**config.mk**
```make
export PLATFORM = sky130hd
export DESIGN_NAME = game2048_engine
export DESIGN_NICKNAME = d
export VERILOG_FILES = /design/src/rtl/game2048_engine.sv
export SDC_FILE = /design/constraint.sdc
export NUM_CORES = 1
export LEC_CHECK = 0
export ABC_AREA = 1
export CORE_MARGIN = 5
export CORE_UTILIZATION = 56
export DETAILED_ROUTE_END_ITERATION = 7
export PLACE_DENSITY = 0.92
export SLEW_MARGIN = 25
export SYNTH_ARGS = -nofsm -noshare
export SYNTH_HDL_FRONTEND = slang
export SYNTH_SLANG_ARGS = --single-unit
```
**constraint.sdc**
```tcl
create_clock -name clk -period 6.8 [get_ports clk]
set_input_delay 1.02 -clock clk [delete_from_list [all_inputs] [get_ports clk]]
set_output_delay 1.02 -clock clk [all_outputs]
set_load 0.02 [all_outputs]
```
**src/rtl/game2048_engine.sv**
```systemverilog
// 4x4 sliding-tile (2048) game core: owns the board, slides/merges one line
// per cycle, spawns a tile from a free-running LFSR and tracks score/win/lose.
module game2048_engine #(
  parameter int unsigned WIN_EXP   = 11,
  parameter int unsigned INIT_A    = 0,
  parameter int unsigned INIT_B    = 1,
  parameter logic [15:0] LFSR_SEED = 16'hACE1
) (
  input  logic                 clk,
  input  logic                 rst,
  input  logic                 btn_up,
  input  logic                 btn_down,
  input  logic                 btn_left,
  input  logic                 btn_right,
  input  logic                 load_en,
  input  logic [15:0][3:0]     load_data,
  output logic [15:0][3:0]     cell_matrix,
  output logic                 win,
  output logic                 lose,
  output logic [15:0]          score,
  output logic                 busy,
  output logic                 move_done
);

  localparam int unsigned SUM_W = 19;

  typedef enum logic [1:0] {S_IDLE, S_MOVE, S_SPAWN, S_CHECK} state_e;
  typedef enum logic [1:0] {D_UP, D_DOWN, D_LEFT, D_RIGHT} dir_e;
  typedef logic [15:0][3:0] board_t;
  typedef logic [3:0][3:0]  line_t;

  function automatic board_t init_board();
    board_t b;
    b = '0;
    b[4'(INIT_A)] = 4'd1;
    b[4'(INIT_B)] = 4'd1;
    return b;
  endfunction

  localparam board_t INIT_BOARD = init_board();

  // Cell index of position j (0 = wall) on line k for a given direction.
  function automatic logic [3:0] line_idx(input dir_e d, input logic [1:0] k, input logic [1:0] j);
    case (d)
      D_UP:    return {j, k};
      D_DOWN:  return {~j, k};
      D_LEFT:  return {k, j};
      default: return {k, ~j};
    endcase
  endfunction

  // Compact toward the wall, then merge equal pairs once each from the wall outward.
  function automatic void slide(input line_t v, output line_t o, output logic [17:0] add);
    logic [4:0][3:0] c;
    logic [2:0]      n;
    logic            skip;
    c = '0;
    n = '0;
    for (int i = 0; i < 4; i++) begin
      if (v[2'(i)] != 4'd0) begin
        c[n] = v[2'(i)];
        n    = n + 3'd1;
      end
    end
    o    = '0;
    add  = '0;
    n    = '0;
    skip = 1'b0;
    for (int i = 0; i < 4; i++) begin
      if (skip) begin
        skip = 1'b0;
      end else if (c[3'(i)] != 4'd0) begin
        if (c[3'(i + 1)] == c[3'(i)]) begin
          o[n[1:0]] = (c[3'(i)] == 4'hF) ? 4'hF : c[3'(i)] + 4'd1;
          add       = add + (18'd1 << ({1'b0, c[3'(i)]} + 5'd1));
          skip      = 1'b1;
        end else begin
          o[n[1:0]] = c[3'(i)];
        end
        n = n + 3'd1;
      end
    end
  endfunction

  state_e            state_q, state_d;
  dir_e              dir_q, dir_d;
  board_t            cells_q, cells_d;
  logic [1:0]        k_q, k_d;
  logic              changed_q, changed_d;
  logic [3:0]        ptr_q, ptr_d;
  logic [15:0]       score_q, score_d;
  logic [15:0]       lfsr_q, lfsr_d;
  logic              win_q, win_d, lose_q, lose_d;
  logic              busy_q, move_done_q, move_done_d;

  line_t             old_line, new_line;
  logic [17:0]       line_add;
  logic [SUM_W-1:0]  score_sum;
  logic              any_win, any_zero, any_pair;

  always_comb begin
    state_d     = state_q;
    dir_d       = dir_q;
    cells_d     = cells_q;
    k_d         = k_q;
    changed_d   = changed_q;
    ptr_d       = ptr_q;
    score_d     = score_q;
    win_d       = win_q;
    lose_d      = lose_q;
    move_done_d = 1'b0;
    lfsr_d      = {lfsr_q[14:0], lfsr_q[15] ^ lfsr_q[13] ^ lfsr_q[12] ^ lfsr_q[10]};

    for (int j = 0; j < 4; j++) old_line[2'(j)] = cells_q[line_idx(dir_q, k_q, 2'(j))];
    slide(old_line, new_line, line_add);
    score_sum = SUM_W'(score_q) + SUM_W'(line_add);

    // End-of-game scan over the current board.
    any_win  = 1'b0;
    any_zero = 1'b0;
    any_pair = 1'b0;
    for (int i = 0; i < 16; i++) begin
      if (cells_q[4'(i)] >= 4'(WIN_EXP)) any_win = 1'b1;
      if (cells_q[4'(i)] == 4'd0) any_zero = 1'b1;
    end
    for (int r = 0; r < 4; r++) begin
      for (int c = 0; c < 3; c++) begin
        if (cells_q[4'(r * 4 + c)] == cells_q[4'(r * 4 + c + 1)]) any_pair = 1'b1;
        if (cells_q[4'(c * 4 + r)] == cells_q[4'(c * 4 + r + 4)]) any_pair = 1'b1;
      end
    end

    case (state_q)
      S_IDLE: begin
        if (!win_q && !lose_q) begin
          if (load_en) begin
            cells_d = load_data;
            state_d = S_CHECK;
          end else if (btn_up || btn_down || btn_left || btn_right) begin
            if (btn_up)        dir_d = D_UP;
            else if (btn_down) dir_d = D_DOWN;
            else if (btn_left) dir_d = D_LEFT;
            else               dir_d = D_RIGHT;
            changed_d = 1'b0;
            k_d       = 2'd0;
            state_d   = S_MOVE;
          end
        end
      end
      S_MOVE: begin
        for (int j = 0; j < 4; j++) cells_d[line_idx(dir_q, k_q, 2'(j))] = new_line[2'(j)];
        score_d   = (score_sum > SUM_W'(16'hFFFF)) ? 16'hFFFF : score_sum[15:0];
        changed_d = changed_q | (new_line != old_line);
        k_d       = k_q + 2'd1;
        if (k_q == 2'd3) begin
          if (changed_d) begin
            ptr_d   = lfsr_q[3:0];
            state_d = S_SPAWN;
          end else begin
            state_d = S_CHECK;
          end
        end
      end
      S_SPAWN: begin
        if (cells_q[ptr_q] == 4'd0) begin
          cells_d[ptr_q] = (lfsr_q[7:4] == 4'd0) ? 4'd2 : 4'd1;
          state_d        = S_CHECK;
        end else begin
          ptr_d = ptr_q + 4'd1;
        end
      end
      default: begin
        win_d       = win_q | any_win;
        lose_d      = lose_q | (!any_zero && !any_pair);
        move_done_d = 1'b1;
        state_d     = S_IDLE;
      end
    endcase
  end

  always_ff @(posedge clk) begin
    if (rst) begin
      state_q     <= S_IDLE;
      dir_q       <= D_UP;
      cells_q     <= INIT_BOARD;
      k_q         <= 2'd0;
      changed_q   <= 1'b0;
      ptr_q       <= 4'd0;
      score_q     <= 16'd0;
      lfsr_q      <= LFSR_SEED;
      win_q       <= 1'b0;
      lose_q      <= 1'b0;
      busy_q      <= 1'b0;
      move_done_q <= 1'b0;
    end else begin
      state_q     <= state_d;
      dir_q       <= dir_d;
      cells_q     <= cells_d;
      k_q         <= k_d;
      changed_q   <= changed_d;
      ptr_q       <= ptr_d;
      score_q     <= score_d;
      lfsr_q      <= lfsr_d;
      win_q       <= win_d;
      lose_q      <= lose_d;
      busy_q      <= (state_d != S_IDLE);
      move_done_q <= move_done_d;
    end
  end

  assign cell_matrix = cells_q;
  assign win         = win_q;
  assign lose        = lose_q;
  assign score       = score_q;
  assign busy        = busy_q;
  assign move_done   = move_done_q;

endmodule

```
==> results_dict.tcl <==
set metrics [dict create \
    io_pins 155 \
    cts_tree "done" \
    drt-pass1-iter-count 8 \
    place_congestion 1.059 \
    endpoint "score[1]" \
    stdcell_count 2145 \
    finClkSkew_ns 0.01929 \
    syn_inst 1816 \
    grt-ovfl-total 0 \
    crit_path_end_kind "register" \
    n_fill_cell 1727 \
    cts_max_level 3 \
    r2r_end "score[1]" \
    rows 49 \
    wl_per_cell_microns 20.42 \
    synthArstFlopShare_pct 0 \
    grt_pass1_wl_microns 66290 \
    drive_gt1_share_pct 4.854 \
    dp_slack_ns 0.5151 \
    synth.most_common_cell "nand2_1" \
    max_freq_ghz 0.1586 \
    cts_buffers 9 \
    die_x_microns 144.7 \
    track_usage_pct 40.65 \
    synth_seq_cells 110 \
    vias_per_cell 6.141 \
    clock_latency_ns 0.37 \
    r2r_start "dir_q[1]" \
    reg2regPathDepth 34 \
    synth_edf_count 0 \
    slew_headroom_pct 24.89 \
    setup_viol 0 \
    num_vias 13172 \
    start_kind "register" \
    slew_viol_final 0 \
    tightest_slew_ns 1.118 \
    drv_cap 0 \
    hp-class "register to register" \
    critPathLaunch "dir_q[1]" \
    drc_errors 1 \
    final_hold_viol_count 0 \
    die-area_sq_um 20940 \
    port-buffer-count 153 \
    cts_setup_buffers 0 \
    core_area_sq_um 17900 \
    drt-total-wl_microns 43800 \
    clk_pin_slew_ns 0.09 \
    syn_area_sq_um 10160 \
    critPathMaxFanout 14 \
    grtUsageMet1_pct 54.77 \
    grt_use_met2_pct 61.38 \
    p_leak_nw 5.346 \
    synth_top_flop_cell "dfxtp_1" \
    fp.dieH_microns 144.7 \
    antenna_found_initial 0 \
    worst_hold_slack_ns 0.4134 \
    cts.sinks 110 \
    arrival_ns 6.56 \
    cts-root-buf "clkbuf_16" \
    synthTopCellsByArea "dfxtp_1 (22%), nand2_1 (21%), a21oi_1 (11%)" \
    multi_input_comb_area_sq_um 7018 \
    synth_commonest_cells "nand2_1 (575), nor2_1 (247), a21oi_1 (220)" \
    busiest_layer "met2" \
    synth_nets 1918 \
    violations "DRC" \
    syn2layout_area_growth_pct 18.47 \
    yosys_warnings 8 \
    synth_top_cell_area_share_pct 21.67 \
    cp_slowest_stage_delay_ns 0.60 \
    hpwl_microns 32860 \
    ir_drop_uv 793.2 \
    status "finished with violations" \
    cp_common_cell "nand2_1" \
    worst_ep_required_time_ns 7.05 \
    finalPower_w 0.006336 \
    drtIter0Drc 1795 \
    grt_max_degree 87 \
    finalCritPeriodShare_pct 92.75 \
    r2r_slack_ns 0.49 \
    yosysSeqAreaShare_pct 21.67 \
    fin_crit_ns 6.307 \
    syn_avg_cell_area_sq_um 5.595 \
    layout_setup_ws_ns 0.4933 \
    start_util_pct 56.75 \
    yosys.area.top_type "dfxtp_1" \
    grtUsageMet3_pct 10.94 \
    ant_nets 0 \
    seq_area_sq_um 2202 \
    slowest_stage "dfxtp_1" \
    rsz0062_at_grt "false" \
    ys_types 56 \
    grt_pass1_vias 11821 \
    tns_ns 0 \
    clockBufferDepth 2 \
    critical_path_class "register to register" \
    power_density_nw_per_um2 526.4 \
    diodes 0 \
    num-nets-final 2013 \
    place_inst 2129 \
]
==> through the flow <==
stage | util [%] | cell area (sq um)
6_report | 67.24 | 12040
5_1_grt | 67.24 | 12040
4_1_cts | 67.13 | 12020
3_5_place_dp | 65.42 | 11710
3_3_place_gp | 65.42 | 11710
2_1_floorplan | - | 10160
==> worst min path at each step <==
stage               start          to  slack, ns  cells after the start
2_1_floorplan  lfsr_q[11]  lfsr_q[12]       0.39                      2
3_3_place_gp    lfsr_q[9]  lfsr_q[10]       0.39                      1
3_5_place_dp    lfsr_q[9]  lfsr_q[10]       0.40                      1
4_1_cts        lfsr_q[11]  lfsr_q[12]       0.42                      2
5_1_grt        lfsr_q[11]  lfsr_q[12]       0.43                      2
6_report       lfsr_q[11]  lfsr_q[12]       0.41                      2
==> repair_timing <==
item,CTS,global route
resized for setup,0,4
hold buffers,0,0
setup endpoints to repair,0,12
==> logic make-up (layout without fill, tap and decap cells) <==
| family | after synthesis | in the layout | share of synthesized area, % |
|---|---|---|---|
| compound gates | 419 | 419 | 22.77 |
| xor+xnor | 12 | 12 | 1.035 |
| fa+ha+maj | 31 | 31 | 3.892 |
| buf+inv | 241 | 341 | 9.729 |
| flops | 110 | 110 | 21.67 |
| mux | 3 | 3 | 0.3325 |
| other cells | 1 | 1 | 0.03691 |
| simple gates | 999 | 999 | 40.53 |
==> cells in the final DEF, fill, tap and decap left out, drive strengths merged, types with 5 or more instances in the layout <==
cell / Yosys / layout
o21bai: 5 / 5
buf: 24 / 14
o211ai: 13 / 13
nand2: 589 / 589
clkinv: 4 / 7
a31oi: 18 / 18
clkdlybuf4s50: 0 / 152
nand3: 105 / 105
o221ai: 17 / 17
dfxtp: 110 / 110
ha: 30 / 30
a21oi: 221 / 221
inv: 155 / 159
clkbuf: 58 / 9
or2: 17 / 17
xor2: 9 / 9
o21ai: 123 / 123
nor3: 14 / 14
nor2: 254 / 254
nand4: 11 / 11
==> state kept, by name, summed over array words and instances, names as in the netlist <==
register     count
cell_matrix     64
k_q              2
changed_q        1
busy             1
ptr_q            4
score           16
dir_q            2
lfsr_q          16
win              1
state_q          2
move_done        1
==> cell type report <==
type / count / share of cell area, %
repair buffers: 166 / 13.49
multi-input cells: 1465 / 58.31
clock buffers: 9 / 1.871
clock inverters: 7 / 0.6757
inverters: 159 / 4.979
well taps: 229 / 2.380
flip-flops and latches: 110 / 18.30
==> critical path, delay by kind of cell, from the launching register on <==
kind / cells / cell delay [ns]
and+or+nand+nor: 20 / 2.62
DFF: 1 / 0.60
buffers and inverters: 3 / 0.37
muxes: 1 / 0.45
adders and majority gates: 2 / 0.70
AOI/OAI and AO/OA: 8 / 1.43
==> power by group <==
part | total, W | switching, W | internal [W]
sequential | 0.00122 | 0.000386 | 0.000834
combinational | 0.00455 | 0.00314 | 0.00141
clock | 0.000562 | 0.000297 | 0.000266
==> metal layers <==
metal / routed length, microns / vias up
li1: - / 6134
met1: 16880 / 5894
met5: 0 / -
met3: 5907 / 187
met4: 2256 / 0
met2: 18750 / 957
Note: power is estimated with default switching activity, not from simulation.
